`src/rtl/channel_pkg.sv`:
```
// Shared types and constants for the channel reader: message meta record,
// fixed AXI read-burst encoding and the per-message output beat count.
package channel_pkg;

  localparam int BEATS_PER_MSG = 64;
  localparam int BURST_SHIFT   = 9;  // 16 beats x 32 B per burst

  localparam logic [1:0] BURST_INCR = 2'd1;
  localparam logic [2:0] SIZE_32B   = 3'd5;
  localparam logic [3:0] LEN_16     = 4'd15;

  typedef struct packed {
    logic [15:0] qpn;
    logic [23:0] msg_num;
    logic [20:0] pkg_num;
    logic [20:0] pkg_total;
  } meta_t;

  typedef enum logic [1:0] {
    ST_IDLE,
    ST_META,
    ST_READ
  } state_e;

  function automatic logic [32:0] burst_addr(input logic [20:0] msg_idx,
                                             input logic [31:0] k,
                                             input int          shift);
    logic [32:0] base;
    base = 33'(msg_idx) << shift;
    return base + (33'(k) << BURST_SHIFT);
  endfunction

endpackage

```
`src/rtl/channel_reader_if.sv`:
```
// Command, meta, AXI read and packed data-stream signals of the channel reader.
// master is the reader's view, slave the surrounding TX engine / memory view.
interface channel_reader_if;

  logic         send_cmd_valid;
  logic         send_cmd_ready;
  logic [15:0]  send_cmd_bits_qpn;
  logic [23:0]  send_cmd_bits_msg_num;
  logic [20:0]  send_cmd_bits_pkg_total;

  logic         send_meta_valid;
  logic         send_meta_ready;
  logic [15:0]  send_meta_bits_qpn;
  logic [23:0]  send_meta_bits_msg_num;
  logic [20:0]  send_meta_bits_pkg_num;
  logic [20:0]  send_meta_bits_pkg_total;

  logic         ar_valid;
  logic         ar_ready;
  logic [32:0]  ar_bits_addr;
  logic [1:0]   ar_bits_burst;
  logic [3:0]   ar_bits_cache;
  logic [5:0]   ar_bits_id;
  logic [3:0]   ar_bits_len;
  logic         ar_bits_lock;
  logic [2:0]   ar_bits_prot;
  logic [3:0]   ar_bits_qos;
  logic [3:0]   ar_bits_region;
  logic [2:0]   ar_bits_size;

  logic         r_valid;
  logic         r_ready;
  logic [255:0] r_bits_data;
  logic         r_bits_last;
  logic [1:0]   r_bits_resp;
  logic [5:0]   r_bits_id;

  logic         send_data_valid;
  logic         send_data_ready;
  logic         send_data_bits_last;
  logic [511:0] send_data_bits_data;
  logic [63:0]  send_data_bits_keep;

  modport master (
    input  send_cmd_valid, send_cmd_bits_qpn, send_cmd_bits_msg_num, send_cmd_bits_pkg_total,
    output send_cmd_ready,
    output send_meta_valid, send_meta_bits_qpn, send_meta_bits_msg_num,
           send_meta_bits_pkg_num, send_meta_bits_pkg_total,
    input  send_meta_ready,
    output ar_valid, ar_bits_addr, ar_bits_burst, ar_bits_cache, ar_bits_id, ar_bits_len,
           ar_bits_lock, ar_bits_prot, ar_bits_qos, ar_bits_region, ar_bits_size,
    input  ar_ready,
    input  r_valid, r_bits_data, r_bits_last, r_bits_resp, r_bits_id,
    output r_ready,
    output send_data_valid, send_data_bits_last, send_data_bits_data, send_data_bits_keep,
    input  send_data_ready
  );

  modport slave (
    output send_cmd_valid, send_cmd_bits_qpn, send_cmd_bits_msg_num, send_cmd_bits_pkg_total,
    input  send_cmd_ready,
    input  send_meta_valid, send_meta_bits_qpn, send_meta_bits_msg_num,
           send_meta_bits_pkg_num, send_meta_bits_pkg_total,
    output send_meta_ready,
    input  ar_valid, ar_bits_addr, ar_bits_burst, ar_bits_cache, ar_bits_id, ar_bits_len,
           ar_bits_lock, ar_bits_prot, ar_bits_qos, ar_bits_region, ar_bits_size,
    output ar_ready,
    output r_valid, r_bits_data, r_bits_last, r_bits_resp, r_bits_id,
    input  r_ready,
    input  send_data_valid, send_data_bits_last, send_data_bits_data, send_data_bits_keep,
    output send_data_ready
  );

endinterface

```
`src/rtl/channel_reader_axi_r_packer.sv`:
```
// 256->512 gearbox: pairs consecutive R beats into one output beat and flags
// the final beat of each message.
module axi_r_packer
  import channel_pkg::*;
(
  input  logic         clock,
  input  logic         reset,
  input  logic         en_i,
  input  logic         r_valid_i,
  input  logic [255:0] r_data_i,
  output logic         r_ready_o,
  input  logic         out_ready_i,
  output logic         out_valid_o,
  output logic [511:0] out_data_o,
  output logic         out_last_o,
  output logic         msg_done_o
);

  localparam int BCW = $clog2(BEATS_PER_MSG);

  logic           half_q;
  logic           out_valid_q;
  logic           out_last_q;
  logic [BCW-1:0] beat_cnt_q;
  logic [255:0]   lo_q;
  logic [511:0]   out_data_q;
  logic           r_fire;
  logic           out_fire;

  // The upper half may only land when the output register is free or draining.
  assign r_ready_o  = en_i && (!half_q || !out_valid_q || out_ready_i);
  assign r_fire     = r_valid_i && r_ready_o;
  assign out_fire   = out_valid_q && out_ready_i;
  assign msg_done_o = out_fire && out_last_q;

  assign out_valid_o = out_valid_q;
  assign out_data_o  = out_data_q;
  assign out_last_o  = out_last_q;

  always_ff @(posedge clock or posedge reset) begin
    if (reset) begin
      half_q      <= 1'b0;
      out_valid_q <= 1'b0;
      out_last_q  <= 1'b0;
      beat_cnt_q  <= '0;
    end else begin
      if (out_fire) out_valid_q <= 1'b0;
      if (r_fire) begin
        half_q <= !half_q;
        if (half_q) begin
          out_valid_q <= 1'b1;
          out_last_q  <= (int'(beat_cnt_q) == BEATS_PER_MSG - 1);
          beat_cnt_q  <= beat_cnt_q + BCW'(1);
        end
      end
    end
  end

  // NOTE: pure datapath registers carry no reset; out_valid_q/half_q qualify them.
  always_ff @(posedge clock) begin
    if (r_fire && !half_q) lo_q <= r_data_i;
    if (r_fire && half_q)  out_data_q <= {r_data_i, lo_q};
  end

endmodule

```
`src/rtl/channel_reader.sv`:
```
// Channel reader top: command -> meta -> AXI burst reads packed to 512-bit data.
// Optional sticky RRESP error flag enabled by CHANNEL_READER_RRESP_CHECK_EN.
module channel_reader
  import channel_pkg::*;
#(
  parameter int BURSTS_PER_MSG  = 8,
  parameter int MAX_OUTSTANDING = 4,
  parameter int ADDR_SHIFT      = 12
) (
  input  logic             clock,
  input  logic             reset,
  channel_reader_if.master bus,
  output logic             io_rd_err
);

  localparam int ARW = $clog2(BURSTS_PER_MSG + 1);
  localparam int OSW = $clog2(MAX_OUTSTANDING + 1);

  state_e         state_q;
  logic           cmd_ready_q;
  logic           meta_valid_q;
  meta_t          meta_q;
  logic           ar_valid_q;
  logic [32:0]    ar_addr_q;
  logic [ARW-1:0] ar_cnt_q, ar_cnt_d;
  logic [OSW-1:0] outst_q, outst_d;
  logic           pk_r_ready;
  logic           msg_done;
  logic           ar_fire;
  logic           r_fire;
  logic           r_last_fire;

  assign ar_fire     = ar_valid_q && bus.ar_ready;
  assign r_fire      = bus.r_valid && pk_r_ready;
  assign r_last_fire = r_fire && bus.r_bits_last;

  always_comb begin
    // NOTE: defaults first so every path assigns and no latch is inferred.
    ar_cnt_d = ar_cnt_q;
    outst_d  = outst_q;
    if (ar_fire) ar_cnt_d = ar_cnt_q + ARW'(1);
    if (ar_fire && !r_last_fire)                          outst_d = outst_q + OSW'(1);
    else if (!ar_fire && r_last_fire && outst_q != '0)    outst_d = outst_q - OSW'(1);
  end

  always_ff @(posedge clock or posedge reset) begin
    // NOTE: sequential state is updated with non-blocking assignments only.
    if (reset) begin
      state_q      <= ST_IDLE;
      cmd_ready_q  <= 1'b0;
      meta_valid_q <= 1'b0;
      meta_q       <= '0;
      ar_valid_q   <= 1'b0;
      ar_addr_q    <= '0;
      ar_cnt_q     <= '0;
      outst_q      <= '0;
    end else begin
      unique case (state_q)
        ST_IDLE: begin
          cmd_ready_q <= 1'b1;
          if (bus.send_cmd_valid && cmd_ready_q) begin
            cmd_ready_q  <= 1'b0;
            meta_valid_q <= 1'b1;
            meta_q       <= '{qpn:       bus.send_cmd_bits_qpn,
                              msg_num:   bus.send_cmd_bits_msg_num,
                              pkg_num:   '0,
                              pkg_total: bus.send_cmd_bits_pkg_total};
            state_q      <= ST_META;
          end
        end
        ST_META: begin
          if (bus.send_meta_ready) begin
            meta_valid_q <= 1'b0;
            ar_valid_q   <= 1'b1;
            ar_addr_q    <= burst_addr(meta_q.msg_num[20:0], 32'd0, ADDR_SHIFT);
            state_q      <= ST_READ;
          end
        end
        ST_READ: begin
          // Next AR is decided from post-edge counts so a held request keeps its address.
          ar_cnt_q   <= ar_cnt_d;
          outst_q    <= outst_d;
          ar_valid_q <= (int'(ar_cnt_d) < BURSTS_PER_MSG) && (int'(outst_d) < MAX_OUTSTANDING);
          ar_addr_q  <= burst_addr(meta_q.msg_num[20:0], 32'(ar_cnt_d), ADDR_SHIFT);
          if (msg_done) begin
            ar_cnt_q    <= '0;
            ar_valid_q  <= 1'b0;
            cmd_ready_q <= 1'b1;
            state_q     <= ST_IDLE;
          end
        end
        default: state_q <= ST_IDLE;
      endcase
    end
  end

  axi_r_packer u_packer (
    .clock       (clock),
    .reset       (reset),
    .en_i        (state_q == ST_READ),
    .r_valid_i   (bus.r_valid),
    .r_data_i    (bus.r_bits_data),
    .r_ready_o   (pk_r_ready),
    .out_ready_i (bus.send_data_ready),
    .out_valid_o (bus.send_data_valid),
    .out_data_o  (bus.send_data_bits_data),
    .out_last_o  (bus.send_data_bits_last),
    .msg_done_o  (msg_done)
  );

  assign bus.send_cmd_ready           = cmd_ready_q;
  assign bus.send_meta_valid          = meta_valid_q;
  assign bus.send_meta_bits_qpn       = meta_q.qpn;
  assign bus.send_meta_bits_msg_num   = meta_q.msg_num;
  assign bus.send_meta_bits_pkg_num   = meta_q.pkg_num;
  assign bus.send_meta_bits_pkg_total = meta_q.pkg_total;

  assign bus.ar_valid       = ar_valid_q;
  assign bus.ar_bits_addr   = ar_addr_q;
  assign bus.ar_bits_burst  = BURST_INCR;
  assign bus.ar_bits_size   = SIZE_32B;
  assign bus.ar_bits_len    = LEN_16;
  assign bus.ar_bits_cache  = 4'd0;
  assign bus.ar_bits_id     = 6'd0;
  assign bus.ar_bits_lock   = 1'b0;
  assign bus.ar_bits_prot   = 3'd0;
  assign bus.ar_bits_qos    = 4'd0;
  assign bus.ar_bits_region = 4'd0;

  assign bus.r_ready             = pk_r_ready;
  assign bus.send_data_bits_keep = '1;

`ifdef CHANNEL_READER_RRESP_CHECK_EN
  logic rd_err_q;
  logic unused_r_id;

  always_ff @(posedge clock or posedge reset) begin
    if (reset)                               rd_err_q <= 1'b0;
    else if (r_fire && bus.r_bits_resp != 2'd0) rd_err_q <= 1'b1;
  end

  assign io_rd_err   = rd_err_q;
  assign unused_r_id = ^bus.r_bits_id;
`else
  logic unused_r_bits;

  assign io_rd_err     = 1'b0;
  assign unused_r_bits = ^{bus.r_bits_id, bus.r_bits_resp};
`endif

endmodule

```
`src/flat_wrapper.sv`:
```
// flat-port wrapper written by rule: the top's interface ports become plain ports
module channel_reader_flat import channel_pkg::*;
#(
  parameter int BURSTS_PER_MSG  = 8,
  parameter int MAX_OUTSTANDING = 4,
  parameter int ADDR_SHIFT      = 12
)
  (clock, reset, io_rd_err, bus_send_cmd_valid, bus_send_cmd_bits_qpn, bus_send_cmd_bits_msg_num, bus_send_cmd_bits_pkg_total, bus_send_cmd_ready, bus_send_meta_valid, bus_send_meta_bits_qpn, bus_send_meta_bits_msg_num, bus_send_meta_bits_pkg_num, bus_send_meta_bits_pkg_total, bus_send_meta_ready, bus_ar_valid, bus_ar_bits_addr, bus_ar_bits_burst, bus_ar_bits_cache, bus_ar_bits_id, bus_ar_bits_len, bus_ar_bits_lock, bus_ar_bits_prot, bus_ar_bits_qos, bus_ar_bits_region, bus_ar_bits_size, bus_ar_ready, bus_r_valid, bus_r_bits_data, bus_r_bits_last, bus_r_bits_resp, bus_r_bits_id, bus_r_ready, bus_send_data_valid, bus_send_data_bits_last, bus_send_data_bits_data, bus_send_data_bits_keep, bus_send_data_ready);
  channel_reader_if bus_i ();
  input  logic clock;
  input  logic reset;
  output logic io_rd_err;
  input wire logic [$bits(bus_i.send_cmd_valid)-1:0] bus_send_cmd_valid;
  input wire logic [$bits(bus_i.send_cmd_bits_qpn)-1:0] bus_send_cmd_bits_qpn;
  input wire logic [$bits(bus_i.send_cmd_bits_msg_num)-1:0] bus_send_cmd_bits_msg_num;
  input wire logic [$bits(bus_i.send_cmd_bits_pkg_total)-1:0] bus_send_cmd_bits_pkg_total;
  output wire logic [$bits(bus_i.send_cmd_ready)-1:0] bus_send_cmd_ready;
  output wire logic [$bits(bus_i.send_meta_valid)-1:0] bus_send_meta_valid;
  output wire logic [$bits(bus_i.send_meta_bits_qpn)-1:0] bus_send_meta_bits_qpn;
  output wire logic [$bits(bus_i.send_meta_bits_msg_num)-1:0] bus_send_meta_bits_msg_num;
  output wire logic [$bits(bus_i.send_meta_bits_pkg_num)-1:0] bus_send_meta_bits_pkg_num;
  output wire logic [$bits(bus_i.send_meta_bits_pkg_total)-1:0] bus_send_meta_bits_pkg_total;
  input wire logic [$bits(bus_i.send_meta_ready)-1:0] bus_send_meta_ready;
  output wire logic [$bits(bus_i.ar_valid)-1:0] bus_ar_valid;
  output wire logic [$bits(bus_i.ar_bits_addr)-1:0] bus_ar_bits_addr;
  output wire logic [$bits(bus_i.ar_bits_burst)-1:0] bus_ar_bits_burst;
  output wire logic [$bits(bus_i.ar_bits_cache)-1:0] bus_ar_bits_cache;
  output wire logic [$bits(bus_i.ar_bits_id)-1:0] bus_ar_bits_id;
  output wire logic [$bits(bus_i.ar_bits_len)-1:0] bus_ar_bits_len;
  output wire logic [$bits(bus_i.ar_bits_lock)-1:0] bus_ar_bits_lock;
  output wire logic [$bits(bus_i.ar_bits_prot)-1:0] bus_ar_bits_prot;
  output wire logic [$bits(bus_i.ar_bits_qos)-1:0] bus_ar_bits_qos;
  output wire logic [$bits(bus_i.ar_bits_region)-1:0] bus_ar_bits_region;
  output wire logic [$bits(bus_i.ar_bits_size)-1:0] bus_ar_bits_size;
  input wire logic [$bits(bus_i.ar_ready)-1:0] bus_ar_ready;
  input wire logic [$bits(bus_i.r_valid)-1:0] bus_r_valid;
  input wire logic [$bits(bus_i.r_bits_data)-1:0] bus_r_bits_data;
  input wire logic [$bits(bus_i.r_bits_last)-1:0] bus_r_bits_last;
  input wire logic [$bits(bus_i.r_bits_resp)-1:0] bus_r_bits_resp;
  input wire logic [$bits(bus_i.r_bits_id)-1:0] bus_r_bits_id;
  output wire logic [$bits(bus_i.r_ready)-1:0] bus_r_ready;
  output wire logic [$bits(bus_i.send_data_valid)-1:0] bus_send_data_valid;
  output wire logic [$bits(bus_i.send_data_bits_last)-1:0] bus_send_data_bits_last;
  output wire logic [$bits(bus_i.send_data_bits_data)-1:0] bus_send_data_bits_data;
  output wire logic [$bits(bus_i.send_data_bits_keep)-1:0] bus_send_data_bits_keep;
  input wire logic [$bits(bus_i.send_data_ready)-1:0] bus_send_data_ready;
  assign bus_i.send_cmd_valid = bus_send_cmd_valid;
  assign bus_i.send_cmd_bits_qpn = bus_send_cmd_bits_qpn;
  assign bus_i.send_cmd_bits_msg_num = bus_send_cmd_bits_msg_num;
  assign bus_i.send_cmd_bits_pkg_total = bus_send_cmd_bits_pkg_total;
  assign bus_send_cmd_ready = bus_i.send_cmd_ready;
  assign bus_send_meta_valid = bus_i.send_meta_valid;
  assign bus_send_meta_bits_qpn = bus_i.send_meta_bits_qpn;
  assign bus_send_meta_bits_msg_num = bus_i.send_meta_bits_msg_num;
  assign bus_send_meta_bits_pkg_num = bus_i.send_meta_bits_pkg_num;
  assign bus_send_meta_bits_pkg_total = bus_i.send_meta_bits_pkg_total;
  assign bus_i.send_meta_ready = bus_send_meta_ready;
  assign bus_ar_valid = bus_i.ar_valid;
  assign bus_ar_bits_addr = bus_i.ar_bits_addr;
  assign bus_ar_bits_burst = bus_i.ar_bits_burst;
  assign bus_ar_bits_cache = bus_i.ar_bits_cache;
  assign bus_ar_bits_id = bus_i.ar_bits_id;
  assign bus_ar_bits_len = bus_i.ar_bits_len;
  assign bus_ar_bits_lock = bus_i.ar_bits_lock;
  assign bus_ar_bits_prot = bus_i.ar_bits_prot;
  assign bus_ar_bits_qos = bus_i.ar_bits_qos;
  assign bus_ar_bits_region = bus_i.ar_bits_region;
  assign bus_ar_bits_size = bus_i.ar_bits_size;
  assign bus_i.ar_ready = bus_ar_ready;
  assign bus_i.r_valid = bus_r_valid;
  assign bus_i.r_bits_data = bus_r_bits_data;
  assign bus_i.r_bits_last = bus_r_bits_last;
  assign bus_i.r_bits_resp = bus_r_bits_resp;
  assign bus_i.r_bits_id = bus_r_bits_id;
  assign bus_r_ready = bus_i.r_ready;
  assign bus_send_data_valid = bus_i.send_data_valid;
  assign bus_send_data_bits_last = bus_i.send_data_bits_last;
  assign bus_send_data_bits_data = bus_i.send_data_bits_data;
  assign bus_send_data_bits_keep = bus_i.send_data_bits_keep;
  assign bus_i.send_data_ready = bus_send_data_ready;
  channel_reader #(.BURSTS_PER_MSG(BURSTS_PER_MSG), .MAX_OUTSTANDING(MAX_OUTSTANDING), .ADDR_SHIFT(ADDR_SHIFT)) u_core (.clock(clock), .reset(reset), .bus(bus_i), .io_rd_err(io_rd_err));
endmodule
```
`config.mk`:
```
export PLATFORM = sky130hd
export DESIGN_NAME = channel_reader_flat
export DESIGN_NICKNAME = d
export VERILOG_FILES = /design/src/rtl/channel_pkg.sv /design/src/rtl/channel_reader_if.sv /design/src/rtl/channel_reader_axi_r_packer.sv /design/src/rtl/channel_reader.sv /design/src/flat_wrapper.sv
export SDC_FILE = /design/constraint.sdc
export NUM_CORES = 1
export LEC_CHECK = 0
export CAP_MARGIN = 20
export CORE_AREA = 2 2 416 418
export CTS_BUF_LIST = sky130_fd_sc_hd__clkbuf_2 sky130_fd_sc_hd__clkbuf_4 sky130_fd_sc_hd__clkbuf_8
export DETAILED_ROUTE_END_ITERATION = 6
export DIE_AREA = 0 0 418 420
export PLACE_DENSITY_LB_ADDON = 0.1
export RECOVER_POWER = 100
export SYNTH_ARGS = -nofsm -noshare
export SYNTH_HDL_FRONTEND = slang
export SYNTH_SLANG_ARGS = --single-unit
```
`constraint.sdc`:
```
create_clock -name clock -period 35.6 [get_ports clock]
set_input_delay 3.56 -clock clock [delete_from_list [all_inputs] [get_ports clock]]
set_output_delay 3.56 -clock clock [all_outputs]
set_load 0.03 [all_outputs]
```
==> After elaboration in Yosys (flattened, before gate mapping) <==
Index checks and enable logic that the tools add are counted.
{ "totals": {"output_inout_bits": 729, "reg_bits": 883} }
{ "op_classes": {"add_sub_neg": 5, "eq_ne": 6, "reduce_logical": 30, "order_cmp": 2, "muxes": 22} }
{ "ops": {"columns": ["operator", "n"], "rows": [
  ["$pmux W33 S2", 1],
  ["$add A33 B13 Y33", 1],
  ["$mux W33", 1],
  ["$logic_and A1 B1 Y1", 13],
  ["$mux W1", 9],
  ["$mux W4", 2],
  ["$reduce_and A2 Y1", 4],
  ["$add A6 B1 Y6 const B", 1],
  ["$eq A6 B1 Y1 const B", 1],
  ["$mux W2", 3],
  ["$mux W3", 2],
  ["$pmux W1 S2", 3],
  ["$pmux W2 S3", 1],
  ["$reduce_and A3 Y1", 2],
  ["$reduce_bool A2 Y1", 3],
  ["$add A4 B1 Y4 const B", 1],
  ["$logic_not A1 Y1", 4],
  ["$lt A4 B4 Y1 const B", 1],
  ["$ne A2 B1 Y1 const B", 2],
  ["$add A3 B1 Y3 const B", 1],
  ["$lt A3 B3 Y1 const B", 1],
  ["$reduce_bool A3 Y1", 1],
  ["$sub A3 B1 Y3 const B", 1],
  ["$eq A2 B1 Y1 const B", 1],
  ["4 further kinds", 5]
]} }

==> Depth between registers and ports, before layout <==
{ "depth": {"ltp_word": 14, "ltp_mapped": 11} }

==> Hierarchy <==
A second synthesis with hierarchy kept.
{ "hier_totals": {"hier_cells": 1289, "hier_area_um2": 28763.8} }
{ "modules_own_cells": {"columns": ["module", "n_inst", "area_per_inst_um2", "seq_area_each_um2", "cells_each"], "rows": [
  ["axi_r_packer", 1, 23493.8, 23287.3, 807],
  ["channel_reader", 1, 5270.1, 2427.3, 482]
]} }

==> Least setup slack after synthesis <==
OpenSTA, ideal clock, no wires.
{ "synth_timing": {"path_type": "input port to flip-flop", "from": "input port bus_send_data_ready", "to": "register u_core.u_packer.lo_q[0] (enable)", "setup_time_ns": 0.879, "path_stages": 5, "t_arrival_ns": 15.094, "t_required_ns": 34.721, "slack_ns": 19.627, "n_path_buf": 1, "path_cell_list": "and3b_1 -> clkbuf_1 -> nor2_1 -> nand2_1 -> nor2_1"} }
{ "synth_between": {"elab_chain_cells": 4} }
{ "synth_rtl": {"columns": ["item", "line_no", "rtl"], "rows": [
  ["start, declared", "flat_wrapper.sv:46", "input wire logic [$bits(bus_i.send_data_ready)-1:0] bus_send_data_ready;"],
  ["$logic_or A1 B1 Y1", "channel_reader_axi_r_packer.sv:31", "assign r_ready_o = en_i && (!half_q || !out_valid_q || out_ready_i);"],
  ["$logic_and A1 B1 Y1", "channel_reader_axi_r_packer.sv:31", null],
  ["named net bus_r_ready", "flat_wrapper.sv:41", "output wire logic [$bits(bus_i.r_ready)-1:0] bus_r_ready;"],
  ["$logic_and A1 B1 Y1", "channel_reader_axi_r_packer.sv:32", "assign r_fire = r_valid_i && r_ready_o;"],
  ["$logic_and A1 B1 Y1", "channel_reader_axi_r_packer.sv:61", "if (r_fire && !half_q) lo_q <= r_data_i;"],
  ["end signal, assigned", "channel_reader_axi_r_packer.sv:61", null],
  ["end, declared", "channel_reader_axi_r_packer.sv:25", "logic [255:0] lo_q;"]
]} }
The timed path passes the listed nets, and every way through them passes these cells.
A chain may end at the register's enable or synchronous reset.

==> Final worst setup path <==
{ "layout_timing": {"from": "input port bus_send_data_ready", "to": "register u_core.u_packer.out_data_q[414], in the netlist u_core.u_packer.out_data_o[414] (enable)"} }
{ "layout_between": {"elab_chain_cells": 4} }
{ "layout_rtl": {"columns": ["item", "line_no", "rtl"], "rows": [
  ["$logic_or A1 B1 Y1", "channel_reader_axi_r_packer.sv:31", null],
  ["$logic_and A1 B1 Y1", "channel_reader_axi_r_packer.sv:31", null],
  ["$logic_and A1 B1 Y1", "channel_reader_axi_r_packer.sv:32", null],
  ["$logic_and A1 B1 Y1", "channel_reader_axi_r_packer.sv:62", "if (r_fire && half_q) out_data_q <= {r_data_i, lo_q};"],
  ["end signal, assigned", "channel_reader_axi_r_packer.sv:62", null],
  ["end, declared", "channel_reader_axi_r_packer.sv:26", "logic [511:0] out_data_q;"]
]} }
No other way between the ends.

==> results.json <==
{
  "die_width_um": 418,
  "grt_first_pass_wirelength_um": 132400,
  "cts.sinks": 874,
  "worst-setup-path-type": "in2reg",
  "die_area_um2": 175600,
  "dpl.cell_count": 4460,
  "clock_tree.root_cell": "clkbuf_8",
  "critical_path.max_fanout": 110,
  "final_cell_count_no_fill": 4776,
  "dr_total_vias": 16060,
  "relSlewSlack_pct": -440.1,
  "dp_hpwl_um": 72010,
  "yosysWarningCount": 0,
  "ff_latch_area_um2": 25710,
  "synth_top_family_by_area": "buffers and inverters",
  "worstSkewPairLatency_ns": 0.92,
  "hold_path.startpoint": "u_core.u_packer.lo_q[68]$_DFFE_PP_",
  "grt_overflow": 0,
  "synthAdderAreaFrac_pct": 0.3042,
  "postLayoutCellArea_um2": 43680,
  "drtPass1Iterations": 4,
  "io-pin-count": 1062,
  "layout.nets": 2737,
  "tightest_slew_ns": 8.101,
  "cts_max_level": 4,
  "met2_usage_pct": 19.49,
  "hold_class": "reg2reg",
  "die_h_um": 420,
  "yosys-mux-area-fraction_pct": 2.455,
  "gr-usage-met1_pct": 10.22,
  "initial_antenna_violation_count": 81,
  "global_route.usage.met3_pct": 5.380,
  "leakagePower_nw": 14.99,
  "drc_errors": 0,
  "post-cts-setup-buffers": 0,
  "largest_net_degree_at_the_start_of_global_routing": 149,
  "whs_path_depth": 0,
  "max_clock_freq_mhz": 59.89,
  "initial_utilization_pct": 16.84,
  "power_density_nw_per_um2": 69.74,
  "status": "finished with violations",
  "portBuffers": 927,
  "crit_arrival_ns": 17.13,
  "multi_input_area_um2": 2472,
  "power_mw": 3.046,
  "final_layout_size_suffix_gt1_share_pct": 13.12,
  "cts_max_path_buffers": 3,
  "worst-r2r-setup-slack_ns": 21.25,
  "synth-edff-count": 768,
  "flow.area_growth_from_synthesis_pct": 51.68,
  "core_area_um2": 171000,
  "postSynthRegisterBits": 874,
  "worstPathRequired_ns": 36.03,
  "post_cts.resized_instances": 0,
  "ctsHoldBuffers": 0,
  "fillCellCount": 17530,
  "timing.critical_path.to_type": "register",
  "r2r_path_start": "u_core.state_q[1]$_DFFE_PP0P_",
  "seq_area_frac_synth_pct": 89.30,
  "reg2reg_to": "u_core.u_packer.out_data_o[414]$_DFFE_PP_",
  "timing.clock.skew_ns": 0.06638,
  "fin_tns_setup_ns": 0,
  "synthSimpleGateAreaFrac_pct": 2.246,
  "std_cell_rows": 152,
  "worst_case_hold_path_end_point": "u_core.u_packer.out_data_o[68]$_DFFE_PP_",
  "avgSynthCellArea_um2": 22.01,
  "worst-r2r-cell-count": 8,
  "synth-xor-area-share_pct": 0.5475,
  "number_of_pins_with_negative_max_slew_slack_in_the_final_report": 962,
  "synth_top_flop_cell": "edfxtp_1",
  "finalHoldViolations": 0,
  "max-cap-violations": 15,
  "post_synth_inst_count": 1308,
  "failed_checks": "max-capacitance violations, max-slew violations",
  "drt_first_iter_violations": 771,
  "final-setup-viol-count": 0,
  "avgRoutedWirePerCell_um": 20.65,
  "gp_congestion": 0.7374,
  "grt_setup_unrepaired": "false",
  "tritoncts": "yes",
  "synthDistinctLibCells": 51,
  "grtUsageTotal_pct": 10.79,
  "post-route-period-util_pct": 46.90,
  "maximum_ir_drop_on_the_vdd_rail_v": 0.00004333,
  "route.antenna.remaining_nets": 0,
  "first_global_vias": 16720,
  "post_drt_via_cell_ratio": 3.362,
  "critPathLaunchType": "input port",
  "dpl_cell_area_um2": 40440,
  "wl_um": 98620,
  "final_period_minus_worst_setup_slack_ns": 16.70,
  "async_flop_share_pct": 12.13,
  "global_route.peak_usage_layer": "met2",
  "clkTransAtPathRegs_ns": 0.05,
  "mappedNetlistArea_um2": 28800,
  "synth_compound_gate_area_share_pct": 1.386,
  "cts-buffers-inserted": 167
}
==> metrics by stage <==
stage	setup WS, ns	util, %	hold WS (ns)
4_1_cts	26.71	25.57	0.3757
6_report	18.90	25.55	0.3953
3_3_place_gp	26.74	23.65	0.4002
2_1_floorplan	19.63	-	0.4003
5_1_grt	17.37	25.54	0.3978
3_5_place_dp	26.69	23.65	0.4045
==> where the power goes <==
part           switching (mW)  internal (mW)
clock network           0.451          0.531
logic                   0.447          0.229
registers              0.0753           1.31
==> synth_stat cells (2+ instances only) <==
cell type | instances | area share [%]
and2_1 | 3 | 0.065
and3_1 | 2 | 0.043
nand3b_1 | 2 | 0.052
nand4b_1 | 2 | 0.061
conb_1 | 2 | 0.026
xor2_1 | 8 | 0.24
or3_1 | 6 | 0.13
o21ai_0 | 28 | 0.49
edfxtp_1 | 768 | 80
ha_1 | 7 | 0.30
inv_1 | 12 | 0.16
buf_2 | 6 | 0.10
nand2b_1 | 5 | 0.11
nor3_1 | 4 | 0.070
nand3_1 | 10 | 0.17
a21oi_1 | 3 | 0.052
a211oi_1 | 2 | 0.052
nor2_1 | 19 | 0.25
dfrtp_1 | 106 | 9.2
nor2b_1 | 6 | 0.13
o31ai_1 | 4 | 0.10
or4_1 | 5 | 0.13
nand2_1 | 40 | 0.52
nand4_1 | 5 | 0.11
clkbuf_1 | 12 | 0.16
mux2_2 | 61 | 2.4
buf_4 | 126 | 3.3
mux2i_1 | 2 | 0.070
o211ai_1 | 5 | 0.13
a31oi_1 | 12 | 0.26
xnor2_1 | 10 | 0.30
nor4_1 | 5 | 0.11
and4_1 | 2 | 0.061
==> layer usage <==
layer  share of wire [%]  routed length, um
met1                  33              32530
met2                  53              51820
met3                  10              10170
met4                 4.0               3953
met5                0.15                147
==> cells in the final DEF (no fill, tap or decap), types with 6 or more instances in the layout <==
cell type,synthesis,final
xnor2_1,10,10
a31oi_1,12,12
edfxtp_1,768,768
inv_1,12,10
nand3_1,10,10
clkbuf_1,12,13
diode_2,0,12
nor2b_1,6,6
dlygate4sd3_1,0,864
nand2_1,40,40
clkdlybuf4s50_1,0,63
conb_1,2,126
clkbuf_4,0,62
o21ai_0,28,28
xor2_1,8,8
ha_1,7,7
mux2_2,61,59
dfrtp_1,106,106
nor2_1,19,18
clkinv_1,0,38
or3_1,6,6
clkinv_2,0,15
clkbuf_8,0,172
==> how the worst max path moves through the flow <==
stage,startpoint,to,depth (start not counted)
after floorplan,bus_send_data_ready,u_core.u_packer.lo_q[0]$_DFFE_PP_,5
after global placement,bus_send_data_ready,bus_r_ready,4
after detailed placement,bus_send_data_ready,u_core.u_packer.out_data_o[144]$_DFFE_PP_,7
after CTS,bus_send_data_ready,bus_r_ready,4
after global routing,bus_send_data_ready,u_core.u_packer.out_data_o[414]$_DFFE_PP_,8
final,bus_send_data_ready,u_core.u_packer.out_data_o[414]$_DFFE_PP_,8
==> final cells by class <==
cell class                      instances  share of cell area [%]
Sequential cell                       874                   58.87
Timing Repair Buffer                  942                   21.39
Clock buffer                          234                   6.486
Tap cell                             2233                   6.397
Multi-Input combinational cell        400                   5.661
Clock inverter                         69                   1.014
Inverter                               12                  0.1089
Antenna cell                           12                 0.06875
==> cell families after synthesis <==
logic type / Yosys count
other: 2
XOR/XNOR: 18
multiplexers: 63
AO/OA/AOI/OAI: 64
flip-flops: 874
adder cells (fa/ha/maj): 7
AND/OR/NAND/NOR: 122
buffers and inverters: 158
==> state kept, by name (all words and copies together), names as in the netlist, 4 cells and up <==
register,flops
u_core.u_packer.out_data_o,512
u_core.bus.send_meta_bits_pkg_total,21
u_core.bus.ar_bits_addr,24
u_core.bus.send_meta_bits_qpn,16
u_core.bus.send_meta_bits_msg_num,24
u_core.u_packer.lo_q,256
u_core.u_packer.beat_cnt_q,6
u_core.ar_cnt_q,4
==> worst max-delay path, cell delays in order <==
cell and delay [ns]:
dlygate4sd3_1 0.62, nand3b_1 0.17, nand4_1 0.37, clkinvlp_2 3.26, clkbuf_1 2.97, clkbuf_1 2.28, clkbuf_1 1.42, clkbuf_1 2.16
Note: power is estimated with default switching activity, not from simulation.
